<file path="src/rtl/serial_sub.sv">
`default_nettype none
// ==============================================================================
// serial_sub : bit-serial a - b - bi, LSB first, valid/ready result | rev 1.0
// ==============================================================================
module serial_sub #(
  parameter int WIDTH = 8
) (
  input  logic             clk,
  input  logic             rst_n,
  input  logic             start,
  input  logic [WIDTH-1:0] a,
  input  logic [WIDTH-1:0] b,
  input  logic             bi,
  output logic             busy,
  output logic [WIDTH:0]   out,
  output logic             out_valid,
  input  logic             out_ready
);

  localparam int CW = $clog2(WIDTH);
  localparam logic [CW-1:0] LAST = CW'(WIDTH - 1);

  typedef enum logic [1:0] {
    IDLE = 2'd0,
    RUN  = 2'd1,
    DONE = 2'd2
  } state_t;

  state_t           state_q, state_d;
  logic [WIDTH-1:0] a_q, a_d;
  logic [WIDTH-1:0] b_q, b_d;
  logic             br_q, br_d;
  logic [CW-1:0]    cnt_q, cnt_d;
  logic [WIDTH-2:0] diff_q, diff_d;
  logic [WIDTH:0]   out_q, out_d;
  logic             valid_q, valid_d;

  logic             bit_w;
  logic             br_next_w;
  logic             accept_w;
  logic [WIDTH-1:0] shift_w;

  always_ff @(posedge clk or negedge rst_n) begin
    if (!rst_n) begin
      state_q <= IDLE;
      a_q     <= '0;
      b_q     <= '0;
      br_q    <= 1'b0;
      cnt_q   <= '0;
      diff_q  <= '0;
      out_q   <= '0;
      valid_q <= 1'b0;
    end else begin
      state_q <= state_d;
      a_q     <= a_d;
      b_q     <= b_d;
      br_q    <= br_d;
      cnt_q   <= cnt_d;
      diff_q  <= diff_d;
      out_q   <= out_d;
      valid_q <= valid_d;
    end
  end

  always_comb begin
    state_d   = state_q;
    a_d       = a_q;
    b_d       = b_q;
    br_d      = br_q;
    cnt_d     = cnt_q;
    diff_d    = diff_q;
    out_d     = out_q;
    valid_d   = valid_q;

    bit_w     = a_q[0] ^ b_q[0] ^ br_q;
    br_next_w = (~a_q[0] & b_q[0]) | (~(a_q[0] ^ b_q[0]) & br_q);
    // Collected difference bits sit below the newest one; on the last edge this is the full result.
    shift_w   = {bit_w, diff_q};
    accept_w  = start & ((state_q == IDLE) | ((state_q == DONE) & valid_q & out_ready));

    case (state_q)
      RUN: begin
        a_d    = a_q >> 1;
        b_d    = b_q >> 1;
        br_d   = br_next_w;
        diff_d = shift_w[WIDTH-1:1];
        cnt_d  = cnt_q + CW'(1);
        if (cnt_q == LAST) begin
          out_d   = {br_next_w, shift_w};
          valid_d = 1'b1;
          state_d = DONE;
        end
      end
      DONE: begin
        if (valid_q & out_ready) begin
          valid_d = 1'b0;
          state_d = IDLE;
        end
      end
      default: ;
    endcase

    if (accept_w) begin
      a_d     = a;
      b_d     = b;
      br_d    = bi;
      cnt_d   = '0;
      state_d = RUN;
    end
  end

  assign busy      = (state_q != IDLE);
  assign out       = out_q;
  assign out_valid = valid_q;

endmodule
`default_nettype wire
</file>
<file path="config.mk">
export PLATFORM = sky130hd
export DESIGN_NAME = serial_sub
export DESIGN_NICKNAME = d
export VERILOG_FILES = /design/src/rtl/serial_sub.sv
export SDC_FILE = /design/constraint.sdc
export NUM_CORES = 1
export LEC_CHECK = 0
export ABC_AREA = 1
export ABC_CLOCK_PERIOD_IN_PS = 2150
export CELL_PAD_IN_SITES_DETAIL_PLACEMENT = 1
export CELL_PAD_IN_SITES_GLOBAL_PLACEMENT = 1
export CORE_UTILIZATION = 39
export DETAILED_ROUTE_END_ITERATION = 12
export PLACE_DENSITY = 0.77
export SLEW_MARGIN = 20
export SYNTH_ARGS = -nofsm -noshare
export SYNTH_HDL_FRONTEND = slang
export SYNTH_SLANG_ARGS = --single-unit
</file>
<file path="constraint.sdc">
create_clock -name clk -period 2.15 [get_ports clk]
set_clock_uncertainty 0.15 [all_clocks]
set_input_delay 0.645 -clock clk [delete_from_list [all_inputs] [get_ports clk]]
set_output_delay 0.645 -clock clk [all_outputs]
set_load 0.01 [all_outputs]
</file>
==> Word-level counts from Yosys, hierarchy flattened <==
Index checks and enable logic that the tools add are counted.
{ "classes": {"add_sub_neg": 1, "eq_ne": 7, "muxes": 15, "bitwise_logic": 12, "reduce_logical": 8} }
{ "op_table": {"columns": ["op", "count"], "rows": [
  ["8-bit two-way mux", 4],
  ["1-bit AND", 6],
  ["2-bit two-way mux", 3],
  ["3-bit two-way mux", 2],
  ["3-bit AND reduction", 2],
  ["2-bit nonzero test", 3],
  ["1-bit two-way mux", 4],
  ["2-bit case mux with 2 select lines", 1],
  ["3-bit by 1-bit adder with 3-bit output (second input constant)", 1],
  ["3-bit equality test (second input constant)", 1],
  ["3-bit by 2-bit inequality test with 1-bit output (second input constant)", 1],
  ["3-bit inequality test (second input constant)", 1],
  ["3-bit nonzero test", 1],
  ["2-bit by 1-bit equality test with 1-bit output (second input constant)", 1],
  ["2-bit equality test (second input constant)", 1],
  ["2-bit logical NOT", 1],
  ["2-bit by 1-bit inequality test with 1-bit output (second input constant)", 1],
  ["2-bit inequality test (second input constant)", 1],
  ["1-bit inverter", 2],
  ["1-bit bitwise OR", 2],
  ["1-bit case mux with 2 select lines", 1],
  ["2-bit AND reduction", 1],
  ["1-bit bitwise XOR", 2]
]} }
{ "totals": {"reg_bits": 39, "input_bits": 21, "out_inout_bits": 11, "wordCells": 51} }

==> Logic depth before layout (Yosys ltp) <==
{ "logic_depth": {"ltp_word": 7, "depth_mapped": 9, "depth_no_buf": 9} }

==> Least setup slack after synthesis <==
No wires, ideal clock.
{ "synth_path": {"path_kind": "register -> output", "startpoint": "reg state_q[0]", "endpoint": "out busy", "arrival_ps": 737, "t_required_ps": 1355, "path_slack_ps": 618, "stages_incl_launch_ff": 4, "path_buffers": 0, "path_cell_list": "dfrtp_1 > inv_1 > ha_1 > inv_1"} }
{ "synth_via": {"elab_chain_len": 1} }
{ "synth_rtl": {"columns": ["element", "line_no", "source"], "rows": [
  ["from (decl)", "29", "state_t state_q, state_d;"],
  ["from (signal assigned)", "54", "state_q <= state_d;"],
  ["2-bit nonzero test", "112", "assign busy = (state_q != IDLE);"],
  ["to (decl)", "14", "output logic busy,"]
]} }
Every way passes these cells.

==> Worst setup path in the final report <==
{ "layout_path": {"startpoint": "reg state_q[1]", "endpoint": "out busy"} }
The elaborated chain is that of the path after synthesis.

==> results by group <==
Worst hold path
  • Hold Path Class: primary input to asynchronous set/reset pin

Worst setup path
  • Crit path from: state_q[1]$_DFFE_PN0P_
  • Crit-path max FO: 3
  • Worst path slowest cell: dfrtp_1
  • Critical Path Sink Type: output pin
  • Critical Path Max Stage Delay: 0.40 ns
  • Reg2reg start: state_q[1]$_DFFE_PN0P_
  • Critical path class: register to output pin
  • Critical Path RT: 1.35 ns
  • WP depth: 4
  • Worst EP arrival: 1.27 ns
  • Worst path cell trace: inv_2, ha_1, inv_1, dlygate4sd2_1
  • Register-to-Register Path Depth: 9
  • Worst setup SP type: register
  • CP top delay family: buffers and inverters
  • Buf/Inv on CP: 3

Logic synthesis
  • #FFs+latches synth: 39
  • Yosys warns: 0
  • Post-synthesis sequential area ratio: 0.528
  • Syn avg cell area: 8.76 um2
  • Syn_nets: 239
  • Synth unique cells: 22
  • Syn Std Cell Area: 0.00185 mm2
  • Synth Instances: 211

Clock network
  • CTS Buf Count: 5
  • CTS root buf: clkbuf_8
  • Clock sink total: 39
  • Buffer depth of the longest clock path: 2
  • H-Tree Depth: 2
  • Skew-Pair Late Insertion Delay: 0.29 ns
  • Hold_buf cts: 0
  • Worst-path clk slew: 0.07 ns
  • CTS tree: built

Timing
  • Final Hold Viols: 0
  • Max Freq: 485 MHz
  • Fin Setup TNS: 0 ns
  • Final Cycle Share: 0.959
  • # setup viols final: 0
  • Fin crit period: 2.06 ns
  • Final hold slack: 0.253 ns
  • Rel. slew slack: 0.661
  • RSZ-0062 raised after global routing: no
  • Max-slew violations: 0
  • Worst-margin pin slew: 0.509 ns

Pwr
  • Clock Power Share: 0.163
  • Pwr Density: 1310 mW/mm2
  • Combinational share of power: 0.444
  • Switching share of power: 0.396
  • P_int: 1.80 mW
  • Leak: 1.11 nW
  • Max VDD drop: 0.556 mV
  • Switching power: 1.18 mW
  • Sequential fraction of design power: 0.393

Run status
  • Run status: finished clean

Drt
  • DRC Markers: 0
  • Met2 WL post-DR: 1690 um
  • DR WL/cell: 12.4 um
  • TritonRoute pass-1 iters: 6
  • Max layer used: met4
  • Via Count: 1470
  • DR vias/cell: 4.92
  • DRT iter0 DRCs: 70
  • Metal3 WL: 94 um
  • Total length of routed wires: 3710 um
  • Number of routed nets with antenna violations: 0
  • M1 WL: 1880 um

Floorplanning
  • Die H: 70.8 um
  • Row cnt: 24
  • CORE AREA: 0.00444 mm2
  • Die Area: 0.00502 mm2
  • I/O pins: 32
  • Chip width: 70.8 um
  • Starting Density: 0.416

Global route
  • GRT Overall Usage: 0.168
  • Total gr overflow: 0
  • Maximum number of pins on one net before global-route repair: 40
  • Initial antenna violation count: 0
  • Vias in the first global route: 1419
  • First-pass GRT wire length: 6640 um

Place
  • Dpl cells: 289
  • Port bufs: 31
  • Hpwl dp: 2600 um
  • Final GP Congestion: 0.709

Layout
  • Nets: 274
  • Finished Layout Cells: 299
  • Layout Area Growth over Synthesis: 23.3%
  • Fin util: 0.513
  • Share of layout cells above drive strength 1: 0.0931
  • Layout fillers: 544
  • # diodes: 0

Job
  • Max cap viols: 0
-- layout by cell type (no fill, tap or decap) --
cell and count:
inv_2 3, inv_1 25, o21ai_1 12, o21ai_0 15, buf_2 1, fa_1 1
nand4_1 1, a21oi_1 3, clkinv_2 1, clkbuf_1 1, buf_12 1, clkbuf_8 5
clkdlybuf4s50_1 29, nand2_1 60, mux2_2 1, buf_4 6, xnor2_1 1, nor2_1 3
clkinvlp_4 1, dfrtp_1 39, nand2_2 2, o21ai_2 1, nand3_1 26, o211ai_1 1
ha_1 6, dlygate4sd2_1 1, nand2_4 1
-- final cells by class --
cell class / instances / area [um2] / share of cell area
clock inverters: 2 / 12.5 / 0.00549
clock buffers: 6 / 72.6 / 0.0319
repair buffers: 38 / 369 / 0.162
multi-input cells: 134 / 678 / 0.298
flip-flops and latches: 39 / 976 / 0.428
well taps: 52 / 65.1 / 0.0286
inverters: 28 / 105 / 0.0461
-- cells in the mapped netlist --
| master | n | area, um2 |
|---|---|---|
| a21oi_1 | 3 | 15.0 |
| buf_2 | 3 | 15.0 |
| buf_4 | 2 | 15.0 |
| buf_6 | 4 | 45.0 |
| clkbuf_8 | 1 | 13.8 |
| dfrtp_1 | 39 | 976 |
| fa_1 | 1 | 20.0 |
| ha_1 | 6 | 75.1 |
| inv_1 | 26 | 97.6 |
| inv_2 | 2 | 7.51 |
| mux2_2 | 1 | 11.3 |
| nand2_1 | 60 | 225 |
| nand2_2 | 2 | 12.5 |
| nand2_4 | 1 | 11.3 |
| nand3_1 | 26 | 130 |
| nand4_1 | 1 | 6.26 |
| nor2_1 | 3 | 11.3 |
| o211ai_1 | 1 | 7.51 |
| o21ai_0 | 15 | 75.1 |
| o21ai_1 | 12 | 60.1 |
| o21ai_2 | 1 | 8.76 |
| xnor2_1 | 1 | 8.76 |
-- per-layer routing --
layer,up-vias,global-route usage
met5,-,0
met4,0,0.0533
met3,7,0.0342
met2,25,0.265
met1,704,0.233
li1,734,-
-- stage by stage --
step           instance area [um2]  worst slack, ns  power [mW]
2_1_floorplan                 1850            0.618        2.17
3_3_place_gp                  2180            0.113        2.45
3_5_place_dp                  2180           0.0540        2.51
4_1_cts                       2280           0.0299        3.01
5_1_grt                       2280           0.0232        3.28
6_report                      2280           0.0872        2.97
-- sequential cells by signal, indices dropped and copies added, names as in the netlist --
register,cells
cnt_q,3
a_q,8
out_valid,1
b_q,8
br_q,1
state_q,2
diff_q,7
out,9
-- kinds of logic (layout without fill, tap and decap cells) --
kind of cell / count (synthesis) / count (layout) / share of synthesized area
AND/OR/NAND/NOR: 93 / 93 / 0.215
multiplexers: 1 / 1 / 0.00609
adder cells (fa/ha/maj): 7 / 7 / 0.0515
AO/OA/AOI/OAI: 32 / 32 / 0.0900
XOR/XNOR: 1 / 1 / 0.00474
buffers and inverters: 38 / 74 / 0.105
flip-flops: 39 / 39 / 0.528
-- final timing paths --
path,endpoint,slack (ns)
setup / recovery,busy,0.09
hold / removal,b_q[3]$_DFFE_PN0P_,0.25
setup reg to reg,a_q[6]$_DFFE_PN0P_,0.48
hold reg to reg,out[3]$_DFFE_PN0P_,0.34
max in group asynchronous,cnt_q[1]$_DFFE_PN0P_,1.24
min in group clk,out[3]$_DFFE_PN0P_,0.34
-- power by group through the flow --
stage          Clock, mW  Sequential (mW)  Combinational (mW)
2_1_floorplan          0             1.17                1.00
3_3_place_gp           0             1.18                1.27
3_5_place_dp           0             1.19                1.32
4_1_cts            0.492             1.17                1.35
5_1_grt            0.527             1.21                1.55
6_report           0.486             1.17                1.32
-- timing repair --
action / 4_1_cts / 5_1_grt
gates cloned: 0 / 0
buffers inserted: 2 / 0
endpoints found under the setup margin: 1 / 1
resized for setup: 1 / 1
pin swaps: 0 / 0
Note: power is estimated with default switching activity, not from simulation.
